## src/rtl/calendar_pkg.sv

```systemverilog
// Shared calendar field widths, reset date and month encodings for the date counter.
// Build option: define DATE_COUNTER_LEAP_YEAR_EN to give February 29 days in leap years.
package calendar_pkg;

    localparam int DAY_W  = 5;
    localparam int MON_W  = 4;
    localparam int YEAR_W = 7;

    localparam logic [YEAR_W-1:0] MAX_YEAR = 7'd99;

    typedef enum logic [MON_W-1:0] {
        M_JAN = 4'd1,
        M_FEB = 4'd2,
        M_MAR = 4'd3,
        M_APR = 4'd4,
        M_MAY = 4'd5,
        M_JUN = 4'd6,
        M_JUL = 4'd7,
        M_AUG = 4'd8,
        M_SEP = 4'd9,
        M_OCT = 4'd10,
        M_NOV = 4'd11,
        M_DEC = 4'd12
    } month_e;

    localparam logic [DAY_W-1:0]  RST_DAY   = 5'd1;
    localparam logic [MON_W-1:0]  RST_MONTH = 4'd1;
    localparam logic [YEAR_W-1:0] RST_YEAR  = 7'd0;

endpackage

```

## src/rtl/days_in_month.sv

```systemverilog
// Combinational month-length lookup; returns 0 for month codes outside 1..12.
// Build option: DATE_COUNTER_LEAP_YEAR_EN selects 29-day February when year[1:0]==0.
module days_in_month
    import calendar_pkg::*;
(
    input  logic [MON_W-1:0]  i_month,
    input  logic [YEAR_W-1:0] i_year,
    output logic [DAY_W-1:0]  o_len
);

    logic w_leap;
    logic w_unused_year;

`ifdef DATE_COUNTER_LEAP_YEAR_EN
    // Within 2000..2099 every year divisible by 4 is a leap year.
    assign w_leap = (i_year[1:0] == 2'b00);
`else
    assign w_leap = 1'b0;
`endif
    assign w_unused_year = ^i_year;

    always_comb begin
        o_len = 5'd0;
        case (i_month)
            M_JAN, M_MAR, M_MAY, M_JUL, M_AUG, M_OCT, M_DEC: o_len = 5'd31;
            M_APR, M_JUN, M_SEP, M_NOV:                      o_len = 5'd30;
            M_FEB:                                           o_len = w_leap ? 5'd29 : 5'd28;
            default:                                         o_len = 5'd0;
        endcase
    end

endmodule

```

## src/rtl/date_counter.sv

```systemverilog
// Day/month/year counter advanced by rising edges of an upstream day-carry, with validated date load.
// Build option: DATE_COUNTER_LEAP_YEAR_EN enables leap-year February.
module date_counter
    import calendar_pkg::*;
(
    input  logic              clk,
    input  logic              rst_n,
    input  logic              i_inc_day,
    input  logic              i_load,
    input  logic [DAY_W-1:0]  i_load_day,
    input  logic [MON_W-1:0]  i_load_month,
    input  logic [YEAR_W-1:0] i_load_year,
    output logic [DAY_W-1:0]  o_day,
    output logic [MON_W-1:0]  o_month,
    output logic [YEAR_W-1:0] o_year,
    output logic              o_new_year,
    output logic              o_load_err
);

    logic [DAY_W-1:0]  r_day;
    logic [MON_W-1:0]  r_month;
    logic [YEAR_W-1:0] r_year;
    logic              r_new_year;
    logic              r_load_err;
    logic              r_inc_s;
    logic              r_inc_d;

    logic [DAY_W-1:0]  w_cur_len;
    logic [DAY_W-1:0]  w_ld_len;
    logic              w_adv_req;
    logic              w_ld_valid;
    logic [DAY_W-1:0]  w_day_next;
    logic [MON_W-1:0]  w_month_next;
    logic [YEAR_W-1:0] w_year_next;
    logic              w_new_year_next;
    logic              w_load_err_next;

    days_in_month u_cur_len (
        .i_month (r_month),
        .i_year  (r_year),
        .o_len   (w_cur_len)
    );

    days_in_month u_ld_len (
        .i_month (i_load_month),
        .i_year  (i_load_year),
        .o_len   (w_ld_len)
    );

    assign w_adv_req  = r_inc_s & ~r_inc_d;
    // An out-of-range month yields a zero length, so the day bound also rejects it.
    assign w_ld_valid = (i_load_month >= 4'd1) && (i_load_month <= 4'd12) &&
                        (i_load_year <= MAX_YEAR) &&
                        (i_load_day != 5'd0) && (i_load_day <= w_ld_len);

    always_comb begin
        w_day_next      = r_day;
        w_month_next    = r_month;
        w_year_next     = r_year;
        w_new_year_next = 1'b0;
        w_load_err_next = 1'b0;
        if (i_load) begin
            if (w_ld_valid) begin
                w_day_next   = i_load_day;
                w_month_next = i_load_month;
                w_year_next  = i_load_year;
            end else begin
                w_load_err_next = 1'b1;
            end
        end else if (w_adv_req) begin
            if (r_day < w_cur_len) begin
                w_day_next = r_day + 5'd1;
            end else begin
                w_day_next = 5'd1;
                if (r_month == M_DEC) begin
                    w_month_next    = 4'd1;
                    w_year_next     = (r_year >= MAX_YEAR) ? 7'd0 : r_year + 7'd1;
                    w_new_year_next = 1'b1;
                end else begin
                    w_month_next = r_month + 4'd1;
                end
            end
        end
    end

    always_ff @(posedge clk) begin
        if (!rst_n) begin
            r_day      <= RST_DAY;
            r_month    <= RST_MONTH;
            r_year     <= RST_YEAR;
            r_new_year <= 1'b0;
            r_load_err <= 1'b0;
            r_inc_s    <= 1'b0;
            r_inc_d    <= 1'b0;
        end else begin
            r_day      <= w_day_next;
            r_month    <= w_month_next;
            r_year     <= w_year_next;
            r_new_year <= w_new_year_next;
            r_load_err <= w_load_err_next;
            r_inc_s    <= i_inc_day;
            // A load also swallows a rise sampled on the same edge, so it never advances later.
            r_inc_d    <= i_load ? 1'b1 : r_inc_s;
        end
    end

    assign o_day      = r_day;
    assign o_month    = r_month;
    assign o_year     = r_year;
    assign o_new_year = r_new_year;
    assign o_load_err = r_load_err;

endmodule
```

## config.mk

```make
export PLATFORM = sky130hd
export DESIGN_NAME = date_counter
export DESIGN_NICKNAME = d
export VERILOG_FILES = /design/src/rtl/calendar_pkg.sv /design/src/rtl/days_in_month.sv /design/src/rtl/date_counter.sv
export SDC_FILE = /design/constraint.sdc
export NUM_CORES = 1
export LEC_CHECK = 0
export BUFFER_PORTS_ARGS = -buffer_cell sky130_fd_sc_hd__buf_2
export CORE_MARGIN = 3
export CORE_UTILIZATION = 45
export CTS_CLUSTER_DIAMETER = 150
export DETAILED_ROUTE_END_ITERATION = 10
export PLACE_DENSITY = 0.7
export SLEW_MARGIN = 20
export SYNTH_ARGS = -nofsm -noshare
export SYNTH_HDL_FRONTEND = slang
export SYNTH_SLANG_ARGS = --single-unit
```

## constraint.sdc

```tcl
create_clock -name clk -period 3.7 [get_ports clk]
set_input_delay 0.37 -clock clk [delete_from_list [all_inputs] [get_ports clk]]
set_output_delay 0.37 -clock clk [all_outputs]
set_load 0.03 [all_outputs]
```

==> results.toml, run 1 <==
[run_status]
status = "finished clean"

[clock_tree]
cts_resized = 0
clock_latency_ps = 300
htree_levels = 1
cts_buffers = 3
clkSlewWorstSetupHoldPaths_ps = 110
clock_sinks = 20
cts_tree = "built"
cts-root-buf = "clkbuf_4"
cts_buffer_depth = 2

[yosys]
async_reset_ff_frac = 0
synth_area_sq_mm = 0.00144
synth_cells = 177
ys_seq_area_frac = 0.279
synth_enable_flop_cells = 0
synth_ff_type = "dfxtp_1"
ys_ff_latch = 20
syn_area_per_cell_sq_um = 8.12
synth_fp_nets = 212
yosysWarnings = 0
synth_cell_types = 48

[placed_design]
dp_hpwl_microns = 2950
place_congestion = 0.814
io_buffers = 37
dp.cells = 252

[detailed_routing]
num_vias = 1566
drt-total-wl_microns = 3920
ant_nets = 0
dr.pass1.iters = 4
wl_per_cell_microns = 15.2
routed_via_density = 6.07
drc = 0
drtIter0Drc = 118

[timing]
hold_violations = 0
finalMaxSlewViolations = 0
maxSlewHeadroom = 0.527
tightest_slew_ps = 706
skew_ps = 11.3
post-route-min-period_ps = 3420
post-route-period-util = 0.924
finalSetupViolations = 0
max_freq_ghz = 0.293
worst_hold_slack_ps = 271

[worst_setup_path]
start_kind = "flip-flop"
ff2ff_setup_slack_ps = 280
crit_type = "reg2reg"
cp_max_fo = 14
critical_path_required_ps = 3870
end_kind = "flip-flop"
r2r-end = "o_year[2]$_SDFFE_PN0P_"
rr_worst_depth = 12
r2r-start = "o_month[0]$_SDFFE_PN1P_"
crit_arrival_ps = 3590

[cells_and_area]
fin_util = 0.586
fillers = 286
drive_gt1_frac = 0.231
multi_input_area_sq_um = 965
final_cell_mix = "buf_2 (37), dfxtp_1 (20), a21oi_1 (15), ha_1 (15), nor2_1 (13)"
regArea_sq_um = 400
fin_cells = 258
n_antenna_cell = 0
nets = 253
area_delta_synth_final_pct = 18.4
mostFrequentLayoutCell = "buf_2"

[global_route]
track_usage = 0.195
grt_max_degree = 25
antenna_found_initial = 0
grt_pass1_vias = 1417
grt-ovfl-total = 0
grt_pass1_wl_microns = 6380

[die]
initial_core_util = 0.495
die_x_microns = 62.5
io_pins = 38
fp-row-count = 19
core_sq_mm = 0.00290
chipHeight_microns = 62.5
die_area_sq_mm = 0.00391

[power_and_ir_drop]
leakagePower_nw = 0.744
pwr_density_cell_mw_per_mm2 = 329
vdd_drop_max_uv = 180

[hold_path]
whs_path_depth = 2
hold_path_startpoint = "i_inc_day"
hold_end = "r_inc_s$_SDFF_PN0_"
hold_class = "in2reg"

[job]
cap_violations = 0
-- state kept, by name (all words and copies together) (netlist names) --
signal	cells
o_new_year	1
r_inc_s	1
r_inc_d	1
o_day	5
o_load_err	1
o_year	7
o_month	4
-- kinds of logic after synthesis --
kind of cell / Yosys count / synth area share
buf+inv: 17 / 0.0497
simple gates: 60 / 0.213
xor+xnor: 1 / 0.00610
compound gates: 64 / 0.321
fa+ha+maj: 15 / 0.131
flops: 20 / 0.279
-- layer usage --
layer / track usage / share of wire / wire, microns
met5: 0 / 0 / 0
met4: 0.0579 / 0.0051 / 20
met3: 0.0486 / 0.094 / 369
met2: 0.313 / 0.47 / 1830
met1: 0.257 / 0.43 / 1700
-- cell type report --
cell class	instances	share of cell area
Multi-Input combinational cell	140	0.567
Sequential cell	20	0.235
Timing Repair Buffer	41	0.127
Tap cell	42	0.0309
Inverter	12	0.0265
Clock buffer	3	0.0132
-- through the flow --
| stage | worst slack [ps] | cell area [sq um] | total power, mW | TNS (ps) |
|---|---|---|---|---|
| finish | 282 | 1700 | 0.559 | 0 |
| global route | -8.16 | 1700 | 0.596 | -8.16 |
| CTS | 222 | 1680 | 0.554 | 0 |
| detailed placement | 238 | 1660 | 0.449 | 0 |
| global placement | 380 | 1660 | 0.438 | 0 |
| floorplan | 552 | 1440 | 0.390 | 0 |
-- synth_stat cells (all sizes together), types with 2 or more instances --
cell,count,share of area
dfxtp,20,0.28
a21oi,16,0.058
ha,15,0.13
nor2,14,0.038
inv,12,0.031
nand3,12,0.042
nand2,10,0.026
o31ai,10,0.052
o21ai,8,0.028
o211ai,7,0.037
nor3,5,0.017
a211oi,4,0.021
a31oi,3,0.013
clkbuf,3,0.0078
nor2b,3,0.013
a221oi,2,0.012
a32oi,2,0.012
and3,2,0.0087
buf,2,0.010
nand4,2,0.0087
nor3b,2,0.010
nor4,2,0.0087
o221ai,2,0.017
-- worst max path at each step --
stage	startpoint	endpoint	slack, ps	cells past startpoint
after global routing	o_month[0]$_SDFFE_PN1P_	o_day[2]$_SDFFE_PN0P_	-8	14
after CTS	o_month[0]$_SDFFE_PN1P_	o_year[2]$_SDFFE_PN0P_	220	12
after floorplan	o_month[0]$_SDFFE_PN1P_	o_month[0]$_SDFFE_PN1P_	550	13
after global placement	i_load_month[2]	o_year[5]$_SDFFE_PN0P_	380	10
final	o_month[0]$_SDFFE_PN1P_	o_year[2]$_SDFFE_PN0P_	280	12
after detailed placement	o_month[0]$_SDFFE_PN1P_	o_year[2]$_SDFFE_PN0P_	240	12
-- power by group --
part	leakage [nW]	internal [mW]	switching, mW
clock network	0.0138	0.0380	0.0682
registers	0.163	0.229	0.0195
logic	0.567	0.0769	0.128
-- worst max-delay path: stages (launching register included) --
cell and delay, ps:
dfxtp_1 450, inv_1 100, ha_1 230, nor3_1 210
a21oi_1 70, o21ai_1 170, a21boi_0 410, ha_1 240
nand4_1 100, o211ai_1 510, o221ai_2 440, o211ai_1 280
o31ai_1 90
-- what timing repair did --
| item | in CTS | in global routing |
|---|---|---|
| hold buffers | 0 | 0 |
| setup endpoints to repair | 0 | 7 |
| buffers inserted | 0 | 3 |
| hold endpoints to repair | 0 | 0 |
(Power assumes the default switching activity.)
==> run 2: changes to the inputs <==
==> constraint.sdc (replaced) <==
create_clock -name clk -period 3.78 [get_ports clk]
set_input_delay 0.378 -clock clk [delete_from_list [all_inputs] [get_ports clk]]
set_output_delay 0.378 -clock clk [all_outputs]
set_load 0.03 [all_outputs]
==> run 2 against run 1 <==
- die area unchanged
- non-clock buffer count decreased by 2
- total power up 2.1%
- global-route usage increased by 1.0 points
==> results.toml, run 2 (same netlist as run 1, synthesis figures left out) <==
[run_status]
status = "finished clean"

[worst_setup_path]
cp_max_fo = 7
ff2ff_setup_slack_ps = 370
crit_type = "reg2reg"
slowest_stage = "dfxtp_1"
start_kind = "flip-flop"
end_kind = "flip-flop"
crit_chain = "inv_1 > ha_1 > nor3_1 > a21oi_1 > o21ai_1 > a21boi_0 > ha_1 > a41o_1 > a21oi_1 > o21ai_0 > a21oi_2 > a221oi_1 > a211o_1"
critical_path_required_ps = 3990
crit_buf_inv = 1
crit_arrival_ps = 3630
path_delay_family = "compound AO/OA/AOI/OAI gates"
critical-path-max-stage-delay_ps = 460

[die]
die_x_microns = 62.5
chipHeight_microns = 62.5
initial_core_util = 0.495
core_sq_mm = 0.00290
fp-row-count = 19
die_area_sq_mm = 0.00391
io_pins = 38

[timing]
finalMaxSlewViolations = 0
rsz0062_at_grt = "no"
fin_ws_ps = 368
post-route-period-util = 0.903
tightest_slew_ps = 739
worst_hold_slack_ps = 264
max_freq_ghz = 0.293
hold_violations = 0
post-route-min-period_ps = 3410
finalSetupViolations = 0
maxSlewHeadroom = 0.505
tns_ps = 0
skew_ps = 4.44

[clock_tree]
clock_latency_ps = 310
cts_tree = "built"
cts_buffers = 3
htree_levels = 1
clkSlewWorstSetupHoldPaths_ps = 120
clock_sinks = 20
cts_buffer_depth = 2
cts-root-buf = "clkbuf_4"
cts_resized = 0

[global_route]
grt_pass1_vias = 1430
track_usage = 0.205
grt_max_degree = 25
grt_pass1_wl_microns = 6650
grt-ovfl-total = 0
antenna_found_initial = 0

[placed_design]
dp_hpwl_microns = 2930
place_congestion = 0.814
dp.cells = 252
io_buffers = 37
dp_slack_ps = 350

[power_and_ir_drop]
p_seq_frac = 0.426
pwr-share-clk = 0.230
internal_power_mw = 0.355
swShare = 0.378
vdd_drop_max_uv = 226
p_switching_mw = 0.215
leakagePower_nw = 0.742
combPwrFrac = 0.344
pwr_density_cell_mw_per_mm2 = 336

[detailed_routing]
num_vias = 1536
drc = 0
met1_length_microns = 1780
routed.top_layer = "met4"
drt-total-wl_microns = 3870
ant_nets = 0
drtIter0Drc = 113
wl_met2_microns = 1780
routed-wl-met3_microns = 273
wl_per_cell_microns = 15.0
routed_via_density = 5.98
dr.pass1.iters = 4

[cells_and_area]
fin_util = 0.586
largest_reg_flops = 7
fin_cells = 257
multi_input_area_sq_um = 965
fillers = 295
nets = 251
area_delta_synth_final_pct = 18.3
final_cell_mix = "buf_2 (37), dfxtp_1 (20), a21oi_1 (15), ha_1 (15), nor2_1 (13)"
drive_gt1_frac = 0.228
regArea_sq_um = 400
n_antenna_cell = 0
mostFrequentLayoutCell = "buf_2"

[job]
cap_violations = 0

[hold_path]
hold_class = "in2reg"
## run 2: area by class of cell
type	instances	area share
Multi-Input combinational cell	140	0.568
Sequential cell	20	0.236
Timing Repair Buffer	39	0.118
Tap cell	42	0.0309
Inverter	12	0.0265
Clock buffer	4	0.0214
## run 2: power groups by stage
stage,Clock [mW],Combinational [mW],Sequential [mW]
3_5_place_dp,0,0.191,0.248
6_report,0.131,0.196,0.243
3_3_place_gp,0,0.182,0.246
2_1_floorplan,0,0.115,0.267
4_1_cts,0.136,0.192,0.243
5_1_grt,0.146,0.219,0.246
## run 2: what timing repair did
item,in CTS,in global routing
hold buffers,0,0
endpoints found under the setup margin,0,3
buffers inserted,0,1
## run 2: path summary, 6_finish.rpt
kind | startpoint | depth (start not counted) | endpoint
min | i_inc_day | 2 | r_inc_s$_SDFF_PN0_
min reg2reg | r_inc_s$_SDFF_PN0_ | 2 | r_inc_d$_SDFF_PN0_
max | o_month[0]$_SDFFE_PN1P_ | 13 | o_month[0]$_SDFFE_PN1P_
max reg2reg | o_month[0]$_SDFFE_PN1P_ | 13 | o_month[0]$_SDFFE_PN1P_
## run 2: layer usage
| layer | vias up | global-route usage |
|---|---|---|
| li1 | 760 | - |
| met4 | 0 | 0.0496 |
| met1 | 720 | 0.276 |
| met2 | 52 | 0.325 |
| met3 | 4 | 0.0558 |
| met5 | - | 0 |
## run 2: per-stage QoR
stage                     cell area [sq um]  total power, mW
after floorplan                        1440            0.382
after global placement                 1660            0.429
after detailed placement               1660            0.439
after CTS                              1690            0.571
after global routing                   1700            0.611
final                                  1700            0.571
## run 2: worst reg2reg max path, stage by stage, from the launching register on
cell	delay [ps]
dfxtp_1	460
inv_1	100
ha_1	240
nor3_1	240
a21oi_1	80
o21ai_1	160
a21boi_0	380
ha_1	330
a41o_1	240
a21oi_1	150
o21ai_0	210
a21oi_2	340
a221oi_1	90
a211o_1	290
